[config.mk]
export PLATFORM = sky130hd
export DESIGN_NAME = sample_decimator
export DESIGN_NICKNAME = d
export VERILOG_FILES = /design/src/rtl/sample_decimator.sv
export SDC_FILE = /design/constraint.sdc
export NUM_CORES = 1
export LEC_CHECK = 0
export CAP_MARGIN = 20
export CELL_PAD_IN_SITES_DETAIL_PLACEMENT = 1
export CELL_PAD_IN_SITES_GLOBAL_PLACEMENT = 1
export CORE_MARGIN = 3
export CORE_UTILIZATION = 37
export DETAILED_ROUTE_END_ITERATION = 7
export GPL_ROUTABILITY_DRIVEN = 1
export PLACE_DENSITY = 0.88
export SYNTH_ARGS = -nofsm -noshare
export SYNTH_HDL_FRONTEND = slang
export SYNTH_SLANG_ARGS = --single-unit
[constraint.sdc]
create_clock -name clk -period 2.55 [get_ports clk]
set_input_delay 0.255 -clock clk [delete_from_list [all_inputs] [get_ports clk]]
set_output_delay 0.255 -clock clk [all_outputs]
set_load 0.05 [all_outputs]
[src/rtl/sample_decimator.sv]
// Boxcar decimator: averages 2**LOG2_DECIM packed multi-channel samples per window.
// Define SAMPLE_DECIMATOR_ROUND_EN for round-half-up averaging; otherwise the average truncates.
module sample_decimator #(
    parameter int BITS       = 16,
    parameter int COLUMNS    = 2,
    parameter int LOG2_DECIM = 4
) (
    input  logic                    clk,
    input  logic                    rst,
    input  logic                    sync,
    input  logic                    in_valid,
    input  logic [BITS*COLUMNS-1:0] in_data,
    output logic                    out_valid,
    output logic [BITS*COLUMNS-1:0] out_data,
    output logic [LOG2_DECIM-1:0]   win_count
);
    localparam int SUM_W = BITS + LOG2_DECIM;

    logic [SUM_W-1:0] acc [COLUMNS];
    logic [SUM_W-1:0] sum [COLUMNS];
    logic             closing;

    // Worst-case sum plus the half-LSB rounding term still fits in SUM_W bits.
    function automatic logic [BITS-1:0] scale(input logic [SUM_W-1:0] s);
        logic [SUM_W-1:0] t;
`ifdef SAMPLE_DECIMATOR_ROUND_EN
        t = s + (SUM_W'(1) << (LOG2_DECIM - 1));
`else
        t = s;
`endif
        t = t >> LOG2_DECIM;
        return t[BITS-1:0];
    endfunction

    assign closing = (win_count == {LOG2_DECIM{1'b1}});

    always_comb begin
        for (int c = 0; c < COLUMNS; c++) begin
            sum[c] = acc[c] + SUM_W'(in_data[BITS*c +: BITS]);
        end
    end

    always_ff @(posedge clk or posedge rst) begin
        if (rst) begin
            acc       <= '{default: '0};
            win_count <= '0;
            out_data  <= '0;
            out_valid <= 1'b0;
        end else begin
            out_valid <= 1'b0;
            if (sync) begin
                // A sync sample opens the new window, even if it would have closed the old one.
                win_count <= in_valid ? LOG2_DECIM'(1) : '0;
                for (int c = 0; c < COLUMNS; c++) begin
                    acc[c] <= in_valid ? SUM_W'(in_data[BITS*c +: BITS]) : '0;
                end
            end else if (in_valid) begin
                if (closing) begin
                    for (int c = 0; c < COLUMNS; c++) begin
                        out_data[BITS*c +: BITS] <= scale(sum[c]);
                        acc[c]                   <= '0;
                    end
                    win_count <= '0;
                    out_valid <= 1'b1;
                end else begin
                    for (int c = 0; c < COLUMNS; c++) begin
                        acc[c] <= sum[c];
                    end
                    win_count <= win_count + LOG2_DECIM'(1);
                end
            end
        end
    end
endmodule

# [Yosys cells after proc, flatten, opt, wreduce, memory -nomap -nowiden]
# Cells that the tools add are included.
# Widths: inputs -> output; s select.
[op_classes] n_addsub=3 eq_ne=1 mux=12 bitwise_logic=1 n_reduce_logical=2
[op_table] op="$mux 40" n=3
[op_table] op="$add 20x16->20" n=2
[op_table] op="$mux 16" n=2
[op_table] op="$mux 4" n=3
[op_table] op="$add 4x1->4 const B" n=1
[op_table] op="$eq 4x4->1 const B" n=1
[op_table] op="$mux 1" n=4
[op_table] op="$reduce_and 3->1" n=1
[op_table] op="$reduce_bool 2->1" n=1
[op_table] op="$not 1->1" n=1
[word_totals] reg_bits=77 inputBits=36 output_inout_bits=37 elab_cells=24

# [Logic depth before layout (Yosys ltp)]
[depth] ltp_word=4 ltp_mapped=11

# [Worst setup path after synthesis]
# No wires, ideal clock.
[synth_timing] path_kind="flip-flop to flip-flop" start="register acc[20] in the netlist's numbering" end="register acc[38] in the netlist's numbering" arrival_time_ps=2492 t_required_ps=2481 path_slack_ps=-11 stages_incl_launch_ff=12 path_buffers=0 path_cell_list="dfrtp_1 -> ha_1 -> inv_1 -> fa_1 -> and2b_1 -> o211ai_1 -> a211oi_1 -> o21ai_1 -> a211oi_1 -> o211ai_1 -> or3_1 -> nand3_1"
[synth_via] elab_chain_cells=4
[synth_lines] item="from (decl)" line_no="19" text="logic [SUM_W-1:0] acc [COLUMNS];"
[synth_lines] item="from (signal, indexed assignment)" line_no="55" text="acc[c] <= in_valid ? SUM_W'(in_data[BITS*c +: BITS]) : '0;"
[synth_lines] item="from (signal, indexed assignment)" line_no="67" text="acc[c] <= sum[c];"
[synth_lines] item="$add 20x16->20" line_no="39" text="sum[c] = acc[c] + SUM_W'(in_data[BITS*c +: BITS]);"
[synth_lines] item="$mux 40" line_no="58" text="if (closing) begin"
[synth_lines] item="$mux 40" line_no="57" text="end else if (in_valid) begin"
[synth_lines] item="$mux 40" line_no="51" text="if (sync) begin"
# Every way passes these cells. The select of a mux whose other input is x is not followed.
# A chain may end at the register's enable or synchronous reset.

# [Final worst setup path]
# Ends and elaborated chain as after synthesis.

==> results.md <==
* Outcome: complete, but fails checks
* Failing checks: negative setup slack
* Clock Tree Buf Depth at 2
* Post-synth EDFFs at 0
* Final #Nets at between 600 and 700
* Reg power frac at between 30% and 40%
* Final Hold Viols at 0
* Final slew viol count at 0
* Mapped Nets at about 570
* Final Non-Filler Cells at 794
* Initial core utilization at between 30% and 40%
* Worst-Margin Slew at 0.568 ns
* DRT antenna net count at 0
* Slew headroom at approximately 62%
* Vias at roughly 4,400
* Ys async rst share at 100%
* DP HPWL at 10,700 µm
* Synth top area cells: dfrtp_1 (42%), ha_1 (9.0%), o21ai_0 (6.8%), nand2_1 (5.6%), xnor2_1 (4.0%)
* Hold Crit Start: in_data[16]
* Largest net degree at the start of global routing at 29
* Placed Instances at between 700 and 800
* CP Capture Type: flip-flop
* Switching pwr at roughly 1.5 mW
* Fin worst setup slack at -0.0169 ns
* CP arrival at 2.84 ns
* Area of the multi-input gates at between 2000 and 3000 µm²
* FF+latch count, synth at between 70 and 80
* Top Ports at 73
* Vias in the first global route at 4,889
* Reg area at roughly 1900 µm²
* Initial antenna violation count at 0
* Max incr delay on CP at ~0.35 ns
* Crit start category: flip-flop
* H-tree lvl count at 3
* First-iteration detailed-routing DRC count at between 200 and 250
* Crit Path Category: flip-flop to flip-flop
* Drt first pass iters at 6
* Max Cap Viol at 0
* Placer Congestion at around 0.85
* CP Launch Point: acc[20]
* CP required at between 2 and 3 ns
* Die span in x at between 100 and 150 µm
* Post-Synthesis Cells at around 490
* Worst skew pair latency at about 0.35 ns
* Seq/Total Area, Yosys at around two fifths
* Netlist Area Pre-Place at 4590 µm²
* Pwr dens at approximately 680 nW/µm²
* Slowest-stage cell, CP: dfrtp_1
* Yosys cell types at between 50 and 60
* First-pass GRT wire length at 24,100 µm
* GR Util All Layers at between 20% and 30%
* Total power at roughly 4.3 mW
* Tcrit/Tclk final at 101%
* Warnings, synthesis at 0
* CTS tree: done
* Combinational power share at about 40%
* Placeable Area at 12,100 µm²
* VDD IR-drop max at around 0.00032 V
* Final period demand of the worst path at 2.57 ns
* Fmax at 390 MHz
* Avg Inst Size Synth at approximately 9.3 µm²
* Die height at approximately 120 µm
* Synth area leader: dfrtp_1
* WL/cell at 19.1 µm
* RR Startpoint: acc[20]
* DRT Wirelength at between 15,000 and 20,000 µm
* Ys flop type: dfrtp_1
* Crit Path Max Fanout at 3
* Post-synth top area share at between 40% and 50%
* Pint at around 2.9 mW
* Site Rows at 40
* Die area at approximately 14,000 µm²
* Clk sink count at 77
* Layout cells sized above 1 at 19.5%
* Reg clk slew, reported paths at around 0.06 ns
* PortBufs at between 70 and 80
* Cell Chain, Critical Path: ha_2 -> inv_2 -> fa_2 -> and2b_1 -> o211ai_1 -> a211oi_2 -> o21ai_2 -> a211oi_2 -> o211ai_1 -> or3_1 -> nand3_1
* Clk Tree Root Cell: clkbuf_16
* Filler Cells Inserted at around 1,400
* Final Setup Violations at 2
* Min-delay worst type: input pin to flip-flop
* Sw frac at about a third
* Clock power share at approximately 27%
* Cts bufs inserted at 9
* Gr ovfl total at 0
* Antenna diode instance count at 0
* Syn-to-layout area delta at 39.1%
* Vias per Instance at between 5 and 6
* Unrepaired setup endpoints after global routing: yes
* Worst clock skew at 0.00883 ns
* DRC viols at 0
* Leakage at 2.97 nW
==> power groups by stage <==
stage	Clock, mW	Combinational, mW	Sequential, mW
after CTS	1.22	1.58	1.43
after floorplan	0	0.935	1.43
after detailed placement	0	1.50	1.44
after global placement	0	1.41	1.43
after global routing	1.27	1.89	1.45
final	1.19	1.73	1.43
==> layout by cell type (no fill, tap or decap), types with 3 or more instances in the layout <==
cell | Yosys | routed
a222oi_1 | 11 | 11
buf_4 | 0 | 66
clkdlybuf4s50_1 | 0 | 69
ha_2 | 0 | 4
ha_1 | 33 | 26
nor2b_1 | 5 | 3
and3_1 | 4 | 3
nand2_1 | 69 | 68
nor3_1 | 7 | 7
dfrtp_1 | 77 | 77
a22oi_1 | 20 | 20
o21ai_0 | 62 | 52
inv_1 | 26 | 24
o21bai_1 | 4 | 4
or3_1 | 6 | 6
ha_4 | 0 | 3
and2_1 | 3 | 3
o21a_1 | 3 | 3
o21ai_2 | 0 | 4
nor2_2 | 0 | 3
nand3_1 | 8 | 8
o21ai_1 | 1 | 7
a21o_1 | 14 | 14
a21oi_1 | 21 | 18
nor2_1 | 22 | 19
o211ai_1 | 4 | 4
xnor2_1 | 21 | 19
xor2_1 | 16 | 16
clkbuf_16 | 0 | 9
==> stage by stage <==
step           utilization (%)  setup slack (ns)  area [µm²]  hold WS, ns  setup TNS [ns]
3_3_place_gp              48.6            -0.453        5860        0.461           -8.83
2_1_floorplan                -            0.0686        4600        0.321               0
3_5_place_dp              48.6            -0.563        5860        0.471          -13.31
6_report                  53.0           -0.0169        6390        0.213         -0.0275
4_1_cts                   51.6           -0.0269        6230        0.293         -0.0269
5_1_grt                   53.0            -0.175        6390        0.267           -1.83
==> worst paths after layout <==
path                                      to  slack [ns]  depth (start not counted)
worst max-delay path                 acc[38]       -0.02                         11
worst min-delay path                  acc[0]        0.21                          3
worst max register to register       acc[38]       -0.02                         11
worst min register to register  out_data[18]        0.48                          2
max in group asynchronous       out_data[19]        1.49                          3
min in group asynchronous            acc[22]        0.27                          2
==> cell type report <==
cell class,count,share of cell area (%)
clock buffers,12,4.02
clock inverters,2,0.157
inverters,26,1.53
multi-input cells,370,41.6
flip-flops and latches,77,30.2
well taps,168,3.29
repair buffers,139,19.3
==> logic make-up (layout without fill, tap and decap cells) <==
kind of cell / after synthesis / count (layout) / synth area share, %
XOR/XNOR: 37 / 37 / 7.06
AND/OR/NAND/NOR: 134 / 134 / 13.1
flip-flops: 77 / 77 / 42.0
multiplexers: 2 / 2 / 0.463
AO/OA/AOI/OAI: 162 / 162 / 23.7
buffers and inverters: 47 / 179 / 3.87
adder cells (fa/ha/maj): 35 / 35 / 9.86
==> timing repair <==
action / in CTS / in global routing
resized for setup: 14 / 34
setup buffers: 8 / 4
pin swaps: 9 / 24
hold buffers: 0 / 0
setup endpoints to repair: 17 / 36
==> metal layers <==
layer	GRT usage, %	routed length (µm)
met2	39.8	8190
met3	3.76	587
met5	0	0
met4	8.80	401
met1	24.8	6000
==> cells in the mapped netlist (5+ instances only) <==
cell	number
a21o_1	14
a21oi_1	21
a222oi_1	11
a22oi_1	20
clkbuf_1	19
dfrtp_1	77
ha_1	33
inv_1	26
nand2_1	69
nand3_1	8
nor2_1	22
nor2b_1	5
nor3_1	7
o21ai_0	62
or3_1	6
xnor2_1	21
xor2_1	16
==> sequential cells by signal, indices dropped and copies added (netlist names) <==
register and cells:
acc 40, out_valid 1, out_data 32, win_count 4
==> worst max-delay path: cells and delay by family, from the launching register on <==
family | cells | cell delay [ns]
flops | 1 | 0.35
compound gates | 5 | 0.91
buf+inv | 1 | 0.04
fa+ha+maj | 2 | 0.53
simple gates | 3 | 0.66
Note: power is estimated with default switching activity, not from simulation.
